### src/rtl/jtag_shifter.sv
// jtag_shifter: byte-wide JTAG initiator driving TCK/TMS/TDI, capturing TDO and tracking the TAP state.
module jtag_shifter #(
  parameter int CLK_DIV = 4
) (
  input  logic       sysclk,
  input  logic       sys_rstn,
  input  logic       cmd_valid,
  output logic       cmd_ready,
  input  logic [2:0] cmd_nbits,
  input  logic [7:0] cmd_tms,
  input  logic [7:0] cmd_tdi,
  output logic       rsp_valid,
  input  logic       rsp_ready,
  output logic [7:0] rsp_tdo,
  output logic [3:0] tap_state,
  output logic       tck,
  output logic       tms,
  output logic       tdi,
  input  logic       tdo
);
  typedef enum logic [1:0] {IDLE, LOW, HIGH, RESP} state_t;
  state_t state_q, state_d;
  logic [7:0] cnt_q, cnt_d, tms_buf_q, tms_buf_d, tdi_buf_q, tdi_buf_d;
  logic [7:0] cap_q, cap_d, rsp_tdo_q, rsp_tdo_d, cap_nxt;
  logic [2:0] idx_q, idx_d, nbits_q, nbits_d;
  logic [3:0] tap_q, tap_d;
  logic       tck_q, tck_d, tms_q, tms_d, tdi_q, tdi_d;
  logic       tdo_m_q, tdo_s_q, last;

  function automatic logic [3:0] tap_next(input logic [3:0] s, input logic m);
    case (s)
      4'd0:    return m ? 4'd0  : 4'd1;
      4'd1:    return m ? 4'd2  : 4'd1;
      4'd2:    return m ? 4'd9  : 4'd3;
      4'd3:    return m ? 4'd5  : 4'd4;
      4'd4:    return m ? 4'd5  : 4'd4;
      4'd5:    return m ? 4'd8  : 4'd6;
      4'd6:    return m ? 4'd7  : 4'd6;
      4'd7:    return m ? 4'd8  : 4'd4;
      4'd8:    return m ? 4'd2  : 4'd1;
      4'd9:    return m ? 4'd0  : 4'd10;
      4'd10:   return m ? 4'd12 : 4'd11;
      4'd11:   return m ? 4'd12 : 4'd11;
      4'd12:   return m ? 4'd15 : 4'd13;
      4'd13:   return m ? 4'd14 : 4'd13;
      4'd14:   return m ? 4'd15 : 4'd11;
      default: return m ? 4'd2  : 4'd1;
    endcase
  endfunction

  assign last      = cnt_q == 8'(CLK_DIV - 1);
  assign cap_nxt   = cap_q | (8'(tdo_s_q) << idx_q);
  assign cmd_ready = state_q == IDLE;
  assign rsp_valid = state_q == RESP;
  assign rsp_tdo   = rsp_tdo_q;
  assign tap_state = tap_q;
  assign tck       = tck_q;
  assign tms       = tms_q;
  assign tdi       = tdi_q;

  always_comb begin
    state_d   = state_q;
    cnt_d     = cnt_q;
    idx_d     = idx_q;
    nbits_d   = nbits_q;
    tms_buf_d = tms_buf_q;
    tdi_buf_d = tdi_buf_q;
    cap_d     = cap_q;
    rsp_tdo_d = rsp_tdo_q;
    tap_d     = tap_q;
    tck_d     = tck_q;
    tms_d     = tms_q;
    tdi_d     = tdi_q;
    case (state_q)
      IDLE: if (cmd_valid) begin
        state_d   = LOW;
        cnt_d     = '0;
        idx_d     = '0;
        nbits_d   = cmd_nbits;
        tms_buf_d = cmd_tms;
        tdi_buf_d = cmd_tdi;
        cap_d     = '0;
        tck_d     = 1'b0;
        tms_d     = cmd_tms[0];
        tdi_d     = cmd_tdi[0];
      end
      LOW: begin
        cnt_d = last ? '0 : cnt_q + 8'd1;
        if (last) begin
          state_d = HIGH;
          tck_d   = 1'b1;
          tap_d   = tap_next(tap_q, tms_q);
        end
      end
      HIGH: begin
        cnt_d = last ? '0 : cnt_q + 8'd1;
        if (last) begin
          cap_d = cap_nxt;
          if (idx_q != nbits_q) begin
            state_d = LOW;
            idx_d   = idx_q + 3'd1;
            tck_d   = 1'b0;
            tms_d   = tms_buf_q[idx_q + 3'd1];
            tdi_d   = tdi_buf_q[idx_q + 3'd1];
          end else begin
            state_d   = RESP;
            rsp_tdo_d = cap_nxt;
          end
        end
      end
      RESP: if (rsp_ready) state_d = IDLE;
    endcase
  end

  always_ff @(posedge sysclk or negedge sys_rstn) begin
    if (!sys_rstn) begin
      state_q   <= IDLE;
      cnt_q     <= '0;
      idx_q     <= '0;
      nbits_q   <= '0;
      tms_buf_q <= '0;
      tdi_buf_q <= '0;
      cap_q     <= '0;
      rsp_tdo_q <= '0;
      tap_q     <= '0;
      tck_q     <= 1'b0;
      tms_q     <= 1'b1;
      tdi_q     <= 1'b0;
      tdo_m_q   <= 1'b0;
      tdo_s_q   <= 1'b0;
    end else begin
      state_q   <= state_d;
      cnt_q     <= cnt_d;
      idx_q     <= idx_d;
      nbits_q   <= nbits_d;
      tms_buf_q <= tms_buf_d;
      tdi_buf_q <= tdi_buf_d;
      cap_q     <= cap_d;
      rsp_tdo_q <= rsp_tdo_d;
      tap_q     <= tap_d;
      tck_q     <= tck_d;
      tms_q     <= tms_d;
      tdi_q     <= tdi_d;
      tdo_m_q   <= tdo;
      tdo_s_q   <= tdo_m_q;
    end
  end
endmodule
### config.mk
export PLATFORM = sky130hd
export DESIGN_NAME = jtag_shifter
export DESIGN_NICKNAME = d
export VERILOG_FILES = /design/src/rtl/jtag_shifter.sv
export SDC_FILE = /design/constraint.sdc
export NUM_CORES = 1
export LEC_CHECK = 0
export CORE_ASPECT_RATIO = 2
export CORE_MARGIN = 2
export CORE_UTILIZATION = 30
export CTS_CLUSTER_DIAMETER = 120
export DETAILED_ROUTE_END_ITERATION = 10
export HOLD_SLACK_MARGIN = 0.03
export PLACE_DENSITY = 0.5
export SYNTH_ARGS = -nofsm -noshare
export SYNTH_HDL_FRONTEND = slang
export SYNTH_SLANG_ARGS = --single-unit
### constraint.sdc
create_clock -name sysclk -period 3.7 [get_ports sysclk]
set_clock_uncertainty 0.2 [all_clocks]
set_input_delay 0.37 -clock sysclk [delete_from_list [all_inputs] [get_ports sysclk]]
set_output_delay 0.37 -clock sysclk [all_outputs]
set_load 0.05 [all_outputs]
==> impl_results.md, run 1 <==
* Status: finished, final reports clean
* Ports at 41
* CP peak stage delay at 0.88 ns
* Max Freq at 370 MHz
* Asr flop ratio synth at 100%
* Vias in the first global route at 2385
* Drt total wl at 7010 um
* # fillers at 996
* FP Rows at 51
* Area grow syn2layout at 27.6%
* Delay-heaviest family, CP: buffers and inverters
* Data arrival, critical path at 2.14 ns
* Core area at 0.00970 mm^2
* Max Cap Viol at 0
* Distinct cells, synth at 52
* Mapped cell area at 0.00297 mm^2
* Clk root buf: clkbuf_16
* Synthesized flop and latch total at 57
* Longest Clk Path Bufs at 2
* Initial Utilization at 30.6%
* CTS resizes at 0
* Die Ht at 145 um
* CTS tree: yes
* Buffers on Ports at 40
* First-pass GRT wire length at 11700 um
* Final worst path period share at 73.1%
* Synth Area per Inst at 10.4 um^2
* Switching Share at 20.1%
* DR pass1 iterations at 4
* Worst-Skew Late Latency at 0.33 ns
* Buf/Inv on CP at 2
* Fin Setup TNS at 0 ns
* Syn Nets at 315
* Dpl hpwl at 5240 um
* Synthesized instance count at 285
* Pleak at 1.60 nW
* Via count at 2292
* Max-slew violation count at 0
* Die width at 74.3 um
* Routability cong. at 0.753
* Drt wl/cell at 15.2 um
* Slew margin rel. at 42.7%
* Synth area leader: dfrtp_1
* NumNets Final at 353
* Final hold vios at 0
* Post-synth EDFFs at 0
* Minimum clock period at 2.71 ns
* Most frequent cell after synthesis: dfrtp_1
* Critical Path End Type: output port
* CTS buffer count at 9
* Measured slew at the worst slew-check pin at 0.860 ns
* Sequential power share at 42.7%
* # H-tree levels at 3
* Share of cells above drive strength 1 at 16.2%
* VDD IR-drop max at 232 uV
* Maximum fanout along the worst path at 9
* Synth Warn # at 0
* Clock share of power at 54.5%
* PD cells at 387 mW/mm^2
* Final setup fails at 0
* Clock sinks at 57
* CTS clk-pin slew, worst paths at 0.05 ns
* Commonest register cell after synthesis: dfrtp_1
* Via/cell ratio at 4.98
* Startpoint Class: flop
* Synth cell count leaders: 56 x dfrtp_1, 32 x nor2_1, 23 x mux2_2
* Antenna cell count at 0
* Critical Path RT at 3.13 ns
* Largest net degree at the start of global routing at 37
* Synth top area share at 47.2%
* RSZ-0062 raised after global routing: no
* Seq/Total Area, Yosys at 48.1%
* Comb power frac at 2.8%
* Congestion Overflow GR at 0
* Post-route design area at 0.00379 mm^2
* Number of remaining DRC errors at 0
* Post-DP Area at 0.00348 mm^2
* Setup CP Type: reg2out
* Antenna violations before repair at 0
* Largest cells by area after synthesis: dfrtp_1 47%, mux2_2 8.7%, nor2_1 4.0%
* Final ANT Viol Nets at 0
* CP cell instances: inv_1 -> ha_1 -> clkdlybuf4s50_1
* P_sw at 295 uW
* Min-Delay Path Class: reg2reg
* Die area at 0.0107 mm^2
* Overall Global Routing Usage at 14.5%
* Internal Power at 1.17 mW
* CP max stage cell: clkdlybuf4s50_1
* Starting DRC count in detailed routing at 53
==> power by group through the flow <==
| stage | logic [mW] | registers, mW | clock network [mW] |
|---|---|---|---|
| 3_5_place_dp | 0.0426 | 0.636 | 0 |
| 5_1_grt | 0.0462 | 0.626 | 0.842 |
| 6_report | 0.0412 | 0.626 | 0.799 |
| 4_1_cts | 0.0435 | 0.626 | 0.818 |
| 3_3_place_gp | 0.0422 | 0.636 | 0 |
| 2_1_floorplan | 0.00217 | 0.636 | 0 |
==> flip-flops by register name, summed over array words and instances (netlist names), 2 cells and up <==
register   flops
cap_q          8
cnt_q          8
idx_q          3
nbits_q        3
rsp_tdo        8
state_q        2
tap_state      4
tdi_buf_q      8
tms_buf_q      8
==> cell families after synthesis <==
logic type / Yosys count / share of synthesized area (%)
fa+ha+maj: 6 / 2.53
flops: 57 / 48.1
simple gates: 94 / 16.6
mux: 29 / 12.5
buf+inv: 23 / 3.04
xor+xnor: 8 / 2.36
compound gates: 68 / 14.8
==> per-stage QoR <==
stage / hold slack (ns) / util [%] / cells / power [mW] / setup WS, ns
final: 0.148 / 39.0 / 460 / 1.47 / 0.994
after global routing: 0.157 / 39.0 / 460 / 1.51 / 0.906
after floorplan: -0.126 / - / 285 / 0.639 / 1.35
after CTS: 0.148 / 39.0 / 460 / 1.49 / 0.979
after detailed placement: 0.137 / 35.9 / 443 / 0.679 / 1.34
after global placement: 0.133 / 35.9 / 443 / 0.679 / 1.32
==> per-layer routing <==
metal / global-route usage, % / up-vias / share of wire, %
met3: 3.48 / 11 / 2.8
li1: - / 1120 / -
met1: 14.8 / 1131 / 38
met2: 27.2 / 30 / 58
met5: 0 / - / 0
met4: 6.20 / 0 / 1.8
==> cells in the final DEF, fill, tap and decap left out, types with 2 or more instances in the layout <==
cell,count
o21ai_1,14
nor3_1,9
mux2_2,23
clkdlybuf4s50_1,39
and2_1,3
a22o_1,2
nor2_1,32
mux4_2,4
dfrtp_1,56
o21ai_0,14
buf_4,3
and3_1,3
a21oi_1,8
clkbuf_16,9
o22a_1,3
nand3b_1,2
nand2_1,11
nor2b_1,4
clkinv_2,2
a41oi_1,4
nand3_1,6
a31oi_1,8
xnor2_1,4
clkbuf_8,4
a32o_1,2
o22ai_1,3
or3_1,2
inv_1,6
ha_1,6
nand2b_1,6
xor2_1,4
nor4b_1,2
nand4_1,6
==> path summary, 6_finish.rpt <==
| path | start | end | slack, ns | cells after the start |
|---|---|---|---|---|
| max | state_q[0] | cmd_ready | 0.99 | 3 |
| min | tdo_m_q | tdo_s_q | 0.15 | 0 |
| max reg2reg | state_q[0] | idx_q[0] | 1.36 | 6 |
| min reg2reg | tdo_m_q | tdo_s_q | 0.15 | 0 |
| max in group asynchronous | sys_rstn | idx_q[0] | 1.99 | 3 |
| min in group asynchronous | sys_rstn | tap_state[3] | 0.49 | 2 |
==> what timing repair did <==
item	4_1_cts	5_1_grt
setup buffers	0	0
hold endpoints to repair	34	0
hold buffers	1	0
==> final cells by class <==
cell class,count,area (um^2),share of cell area [%]
Clock buffer,14,284,7.50
Clock inverter,2,10.0,0.264
Inverter,6,22.5,0.595
Multi-Input combinational cell,205,1450,38.3
Sequential cell,57,1430,37.7
Tap cell,132,165,4.36
Timing Repair Buffer,44,428,11.3
(Power assumes the default switching activity.)
==> inputs of run 2 (changes only) <==
--- a/config.mk
+++ b/config.mk
@@ -11,7 +11,7 @@
 export CTS_CLUSTER_DIAMETER = 120
 export DETAILED_ROUTE_END_ITERATION = 10
 export HOLD_SLACK_MARGIN = 0.03
-export PLACE_DENSITY = 0.5
+export PLACE_DENSITY = 0.52
 export SYNTH_ARGS = -nofsm -noshare
 export SYNTH_HDL_FRONTEND = slang
 export SYNTH_SLANG_ARGS = --single-unit
==> constraint.sdc (replaced) <==
create_clock -name sysclk -period 2.24 [get_ports sysclk]
set_clock_uncertainty 0.2 [all_clocks]
set_input_delay 0.224 -clock sysclk [delete_from_list [all_inputs] [get_ports sysclk]]
set_output_delay 0.224 -clock sysclk [all_outputs]
set_load 0.05 [all_outputs]
==> run 2 against run 1 <==
Die area unchanged; largest power group unchanged; register-to-register slack got worse by 1.3 ns; largest cell class unchanged; worst hold slack got worse by 0.0096 ns; first-iteration DRC count rose to 2.7 times the previous value; global-route usage is 0.65 points higher; via count up 4.3%; total power rose by 60%; combinational power grew 70%; wire length up 3.3%; sequential power rose by 65%; critical endpoint is now tap_state[2]; highest routed layer unchanged; critical path depth down 2.
==> impl_results.md, run 2 (synthesis results as in run 1) <==
* Placement Setup Slack at 0.107 ns (-1.23 ns)
* CP peak stage delay at 0.88 ns (about the same)
* First-pass GRT wire length at 11900 um (+1.5%)
* Vias in the first global route at 2434 (+2.1%)
* Drt total wl at 7230 um (+3.3%)
* Most common cell after layout, fill and taps aside: dfrtp_1
* Fin Setup TNS at 0 ns (unchanged)
* Number of remaining DRC errors at 0 (unchanged)
* Max-slew violation count at 0 (unchanged)
* Buf/Inv on CP at 1 (-1)
* Post-DP Area at 0.00359 mm^2 (+3.2%)
* # fillers at 1019 (+2.3%)
* CTS buffer count at 9 (unchanged)
* Core area at 0.00970 mm^2 (unchanged)
* NumNets Final at 365 (+3.4%)
* Met1 Resource Use GR at 14.7% (-0.18 points)
* VDD IR-drop max at 391 uV (+68%)
* Delay-heaviest family, CP: buffers and inverters
* Final setup fails at 0 (unchanged)
* Overall Global Routing Usage at 15.2% (+0.65 points)
* Antenna violations before repair at 0 (unchanged)
* GRT Max-Usage Layer: met2
* Critical Path End Type: output port
* Buffers on Ports at 40 (unchanged)
* CP max stage cell: clkdlybuf4s50_1
* CTS clk-pin slew, worst paths at 0.05 ns (about the same)
* Share of cells above drive strength 1 at 20.4% (+4.3 points)
* Die area at 0.0107 mm^2 (unchanged)
* Status: finished, final reports clean
* Startpoint Class: flop
* Register area at 0.00143 mm^2 (unchanged)
* Max Cap Viol at 0 (unchanged)
* Max Freq at 460 MHz
* Setup ws final at 0.0679 ns (-0.926 ns)
* Final hold vios at 0 (unchanged)
* Post-route design area at 0.00390 mm^2 (+3.0%)
* Via/cell ratio at 5.09 (+2.1%)
* Final core area utilization at 40.2% (+1.2 points)
* Longest Clk Path Bufs at 2 (unchanged)
* Drt wl/cell at 15.4 um (+1.1%)
* Final ANT Viol Nets at 0 (unchanged)
* Critical Path RT at 1.82 ns (-1.31 ns)
* R2R Path Start: cnt_q[0]
* Congestion Overflow GR at 0 (unchanged)
* Dpl hpwl at 5470 um (+4.4%)
* DR pass1 iterations at 4 (unchanged)
* PD cells at 600 mW/mm^2 (+55%)
* Worst setup startpoint: tap_state[2]
* Maximum fanout along the worst path at 12 (+3)
* Area grow syn2layout at 31.5%
* Initial Utilization at 30.6% (unchanged)
* Minimum clock period at 2.17 ns
* Worst-Skew Late Latency at 0.33 ns (about the same)
* Die Ht at 145 um (unchanged)
* Multi-input gate area in the final layout at 0.00148 mm^2 (+2.2%)
* Clk root buf: clkbuf_16
* Measured slew at the worst slew-check pin at 0.513 ns (-0.347 ns)
* Met3 Use GR at 3.90% (+0.42 points)
* Setup CP Type: reg2out
* # H-tree levels at 3 (unchanged)
* Final Power at 2.34 mW (+60%)
* Antenna cell count at 0 (unchanged)
* CTS tree: yes
* Met2 Usage GRT at 27.4% (+0.28 points)
* FP Rows at 51 (unchanged)
* Clock sinks at 57 (unchanged)
* Final worst path period share at 97.0%
* Routability cong. at 0.789 (+4.8%)
* RSZ-0062 raised after global routing: no
* Post-placement cell count at 455 (+2.7%)
* Min-Delay Path Class: in2reg
* Worst hold start: tdo
* Starting DRC count in detailed routing at 142 (+170%)
* Post-Layout Cell Count at 470 (+2.2%)
* Data arrival, critical path at 1.75 ns (-0.39 ns)
* Die width at 74.3 um (unchanged)
* Most frequent cells in the layout: 56 x dfrtp_1, 36 x clkdlybuf4s50_1, 32 x nor2_1
* Slew margin rel. at 65.7% (+23 points)
* Ports at 41 (unchanged)
* Largest net degree at the start of global routing at 58 (+57%)
* Via count at 2390 (+4.3%)
* Worst-case hold slack at 0.138 ns (-0.00962 ns)
* CP cell instances: clkdlybuf4s50_1
* Pleak at 1.66 nW (+3.8%)
==> run 2: layout make-up <==
| cell class | count | share of cell area [%] |
|---|---|---|
| multi-input combinational | 205 | 37.9 |
| inverter | 6 | 0.577 |
| timing repair buffer | 56 | 13.7 |
| sequential | 57 | 36.6 |
| tap | 132 | 4.23 |
| clock inverter | 3 | 0.449 |
| clock buffer | 11 | 6.48 |
==> run 2: worst reg2reg max path: stages (launching register included) <==
cell,delay (ns)
dfrtp_1,0.40
ha_2,0.24
or4b_4,0.53
o22ai_2,0.18
nand4b_1,0.13
mux2_1,0.33
==> run 2: final timing paths <==
| check | end | slack [ns] | depth (start not counted) |
|---|---|---|---|
| max | tap_state[2] | 0.07 | 1 |
| min reg2reg | tdo_s_q | 0.15 | 0 |
| min in group asynchronous | tdi_buf_q[0] | 0.24 | 3 |
| min | tdo_m_q | 0.14 | 1 |
| max reg2reg | tck | 0.11 | 5 |
| max in group asynchronous | tms | 1.32 | 3 |
==> run 2: metal layers <==
metal  wire (um)  part of all wire [%]  up-vias
li1            -                     -     1145
met1        2560                    35     1177
met4         317                   4.4        0
met2        4150                    57       48
met5           0                     0        -
met3         209                   2.9       20
==> run 2: repair_timing <==
| item | in CTS | in global routing |
|---|---|---|
| gates resized for setup | 0 | 6 |
| setup buffers | 0 | 0 |
| endpoints found under the hold margin | 57 | 0 |
| hold buffers | 1 | 0 |
| setup endpoints to repair | 0 | 10 |
==> run 2: where the power goes <==
group,total [mW],leakage (nW),switching (mW),internal [mW]
clock network,1.24,0.133,0.449,0.789
logic,0.0701,0.773,0.0294,0.0407
registers,1.03,0.758,0.000831,1.03
total,2.34,1.66,0.479,1.86
==> inputs of run 3 (changes only) <==
--- a/config.mk
+++ b/config.mk
@@ -10,7 +10,7 @@
 export CORE_UTILIZATION = 30
 export CTS_CLUSTER_DIAMETER = 120
 export DETAILED_ROUTE_END_ITERATION = 10
-export HOLD_SLACK_MARGIN = 0.03
+export HOLD_SLACK_MARGIN = 0.12
 export PLACE_DENSITY = 0.52
 export SYNTH_ARGS = -nofsm -noshare
 export SYNTH_HDL_FRONTEND = slang
==> results of run 3 <==
The final DEF is identical to that of run 2; final timing and power are the same.
==> RTL change 1, RTL diff (flow settings as in run 2) <==
Encoding of `state_t`: now one-hot (4 bits for 4 states).
--- a/src/rtl/jtag_shifter.sv
+++ b/src/rtl/jtag_shifter.sv
@@ -18,7 +18,7 @@
   output logic       tdi,
   input  logic       tdo
 );
-  typedef enum logic [1:0] {IDLE, LOW, HIGH, RESP} state_t;
+  typedef enum logic [3:0] {IDLE = 4'b0001, LOW = 4'b0010, HIGH = 4'b0100, RESP = 4'b1000} state_t;
   state_t state_q, state_d;
   logic [7:0] cnt_q, cnt_d, tms_buf_q, tms_buf_d, tdi_buf_q, tdi_buf_d;
   logic [7:0] cap_q, cap_d, rsp_tdo_q, rsp_tdo_d, cap_nxt;
Behaviour: no difference found for any inputs over 10 cycles, from zero or initial values and one cycle with sys_rstn low; not proved beyond that.
==> RTL change 1 against run 2 <==
  * Synthesized area rose by 5.4%
  * Sequential cell count up 2
  * Maximum frequency is 0.15% lower
  * Worst setup slack worse by 0.0032 ns
  * Cell area rose by 8.0%
  * Non-clock buffer count grew 18
  * Hold slack worse by 0.00086 ns
  * Routed wire length is 7.5% higher
Power is not compared: it rests on default switching activity, and its combinational part moved more than twofold at a synthesized area within 25%.
==> RTL change 1: results (changes against run 2) <==
Post-Syn Nets=359 (+14%); VDD IR max=slightly above 0.5 mV; launch point of the worst hold path=tdo; final net count=422 (+16%); Via Count=2620 (+9.6%); dpl cell area=0.00390 mm2 (+8.5%); global-route wire length before repair=12900 um (+8.0%); Total GRT Usage=14.6% (-0.55 points); Synth cell types=56 (+7.7%); R2R Setup Slk=0.08 ns (-0.03 ns); Seq/Total Area, Yosys=47.3% (-0.82 points); drt initial violations=99 (-30%); worst slack, placed=0.0637 ns (-0.0437 ns); status=complete, no violations; reg2reg end=state_q[1]$_DFFE_PN0P_; Hold Slack=0.137 ns (-0.000864 ns); Post-DP HPWL=5850 um (+7.0%); vias in the first global route=2671 (+9.7%); Synth area leaders=dfrtp_1 (46%), nand2_1 (8.6%), a21oi_1 (4.8%); largest net degree at the start of global routing=27 (-53%); share of post-route cells with drive strength above 1=18.5% (-2.0 points); worst r2r path cells=6 (+1); Commonest cells post-synth=nand2_1 (72), dfrtp_1 (57), a21oi_1 (30); GP Congestion=0.827 (+4.9%); Reg-to-Reg Start=cnt_q[1]$_DFFE_PN0P_; Slew Limit Headroom=54.2% (-11 points); Max Clock Freq=460 MHz (-0.15%); CP delay by family, top=buffers and inverters; Avg WL per Cell=14.5 um (-5.7%)
RTL change 1: cell count changes after synthesis, moves of 8 or more:
| cell | run 2 | this run |
|---|---|---|
| o21ai_1 | 14 | 0 |
| inv_1 | 6 | 14 |
| a21oi_1 | 8 | 30 |
| mux2_2 | 23 | 0 |
| nor2_1 | 32 | 16 |
| nand2_1 | 11 | 72 |
| mux2i_1 | 1 | 12 |
RTL change 1: area by class of cell:
class / count / area (um2)
clock buffer: 12 / 256
clock inverter: 4 / 48.8
fill: 1027 / 5940
inverter: 14 / 52.6
multi-input combinational: 238 / 1490
sequential: 59 / 1480
tap: 135 / 169
timing repair buffer: 74 / 721
RTL change 1: worst max-delay path by stage:
stage	startpoint	to
after floorplan	state_q[0]$_DFFE_PN1P_	cnt_q[4]$_DFFE_PN0P_
after global placement	cnt_q[1]$_DFFE_PN0P_	state_q[1]$_DFFE_PN0P_
after detailed placement	cnt_q[1]$_DFFE_PN0P_	state_q[1]$_DFFE_PN0P_
after CTS	tap_state[2]$_DFFE_PN0P_	tap_state[2]
after global routing	cnt_q[1]$_DFFE_PN0P_	cap_q[4]$_DFFE_PN0P_
final	tap_state[2]$_DFFE_PN0P_	tap_state[2]
RTL change 1: cell families after synthesis:
kind of cell | Yosys count | share of synthesized area [%]
and+or+nand+nor | 136 | 22.1
DFF | 59 | 47.3
muxes | 18 | 7.20
adders and majority gates | 2 | 0.800
AOI/OAI and AO/OA | 77 | 15.8
buffers and inverters | 36 | 5.36
xor gates and xnor gates | 5 | 1.40
RTL change 1: per-layer routing:
layer / vias to the layer above / track usage, % / part of all wire (%)
li1: 1294 / - / -
met1: 1268 / 14.7 / 39
met2: 46 / 28.4 / 56
met3: 12 / 3.03 / 2.6
met4: 0 / 6.91 / 2.6
met5: - / 0 / 0
RTL change 1: where the power goes:
group | internal (W) | switching [W] | total, W
Sequential | 0.00139 | 0.000238 | 0.00163
Clock | 0.000919 | 0.000479 | 0.00140
Combinational | 0.000925 | 0.00120 | 0.00212
RTL change 1: per-stage QoR:
| step | setup TNS (ns) | instances | util (%) |
|---|---|---|---|
| 6_report | 0 | 536 | 41.5 |
| 5_1_grt | -0.272 | 536 | 41.5 |
| 4_1_cts | 0 | 536 | 41.5 |
| 3_5_place_dp | 0 | 519 | 38.4 |
| 3_3_place_gp | 0 | 519 | 38.4 |
| 2_1_floorplan | -2.55 | 333 | - |
RTL change 1: what timing repair did:
item	CTS	global route
hold buffers	1	0
endpoints found under the setup margin	0	5
endpoints found under the hold margin	23	0
setup buffers	0	0
==> RTL change 2, RTL diff (flow settings as in run 2) <==
Made on the original files. Take the reset off `tdi_buf_q` and load it in a clocked block of its own.
--- a/src/rtl/jtag_shifter.sv
+++ b/src/rtl/jtag_shifter.sv
@@ -119,7 +119,6 @@
       idx_q     <= '0;
       nbits_q   <= '0;
       tms_buf_q <= '0;
-      tdi_buf_q <= '0;
       cap_q     <= '0;
       rsp_tdo_q <= '0;
       tap_q     <= '0;
@@ -134,7 +133,6 @@
       idx_q     <= idx_d;
       nbits_q   <= nbits_d;
       tms_buf_q <= tms_buf_d;
-      tdi_buf_q <= tdi_buf_d;
       cap_q     <= cap_d;
       rsp_tdo_q <= rsp_tdo_d;
       tap_q     <= tap_d;
@@ -145,4 +143,8 @@
       tdo_s_q   <= tdo_m_q;
     end
   end
+
+  always_ff @(posedge sysclk) begin
+    tdi_buf_q <= tdi_buf_d;
+  end
 endmodule
Check against the original RTL: no difference found for any inputs over 10 cycles, from zero or initial values and one cycle with sys_rstn low; that may be too few to reach the edited logic, so the function may still have changed.
==> RTL change 2 against run 2 <==
  * The flow now finishes with violations (negative setup slack)
  * Routed wire length down 1.8%
  * Worst setup slack worse by 0.37 ns
  * Synthesized area down 3.7%
  * Core utilization up 3.1 points
  * Count of clock-buffer cells in the layout up 3
  * Cell area up 3.5%
  * Hold slack better by 0.0071 ns
  * Die area down 3.5%
  * Sequential cell count unchanged
  * Critical path type is now flop to flop
  * Highest routed layer unchanged
Power is not compared: it rests on default switching activity, and its combinational part moved more than twofold at a synthesized area within 25%.
==> RTL change 2: results (changes against run 2) <==
worst r2r path cells=7 (+2); Final Non-Filler Cells=460 (-2.1%); fill cell count=918 (-9.9%); crit path capture type=flop; Worst Setup SP=cnt_q[0]$_DFFE_PN0P_; failing checks=negative setup slack; cts repair resizes=15 (+15); total setup buffers inserted after CTS=1 (+1); setup violators final=31 (+31); worst-margin pin slew=0.745 ns (+0.232 ns); vias in the first global route=2574 (+5.8%); Worst EP arrival=2.56 ns (+0.81 ns); M2 GR Usage=29.4% (+2.0 points); share of post-route cells with drive strength above 1=28.1% (+7.7 points); Setup WS post-layout=-0.306 ns (-0.374 ns); Synth cell types=50 (-3.8%); status=finished, violations left; met1 WL=2290 um (-10%); Via Count=2336 (-2.3%); Post-DP HPWL=5450 um (-0.45%); CP max stage cell=or4_4; Seq/Total Area, Yosys=51.4% (+3.2 points); Hold Slack=0.145 ns (+0.00709 ns); fraction of registers with async set/reset=86.0% (-14 points); Post-synth EDFFs=8 (+8); dpl cell area=0.00357 mm2 (-0.56%); grt met1 use=13.8% (-0.87 points)
-- RTL change 2: cell type report --
type	instances	share of cell area [%]
clock buffers	14	7.56
clock inverters	2	0.403
inverters	12	1.12
multi-input cells	192	34.0
flip-flops and latches	57	36.4
well taps	104	3.22
repair buffers	79	17.3
-- RTL change 2: power breakdown --
part / switching (W) / total (W) / internal, W / leakage (nW)
logic: 0.00134 / 0.00237 / 0.00103 / 0.833
registers: 0.000162 / 0.00149 / 0.00133 / 0.712
clock network: 0.000454 / 0.00139 / 0.000937 / 0.156
-- RTL change 2: kinds of logic after synthesis --
kind of cell	share of synthesized area (%)
flip-flops	51.4
adder cells (fa/ha/maj)	2.63
AO/OA/AOI/OAI	18.2
multiplexers	7.62
AND/OR/NAND/NOR	14.0
buffers and inverters	4.07
XOR/XNOR	2.15
-- RTL change 2: critical path, delay by kind of cell, from the launching register on --
family	cells	cell delay, ns
adders and majority gates	1	0.19
DFF	1	0.37
AOI/OAI and AO/OA	1	0.05
and+or+nand+nor	4	1.46
buffers and inverters	1	0.18
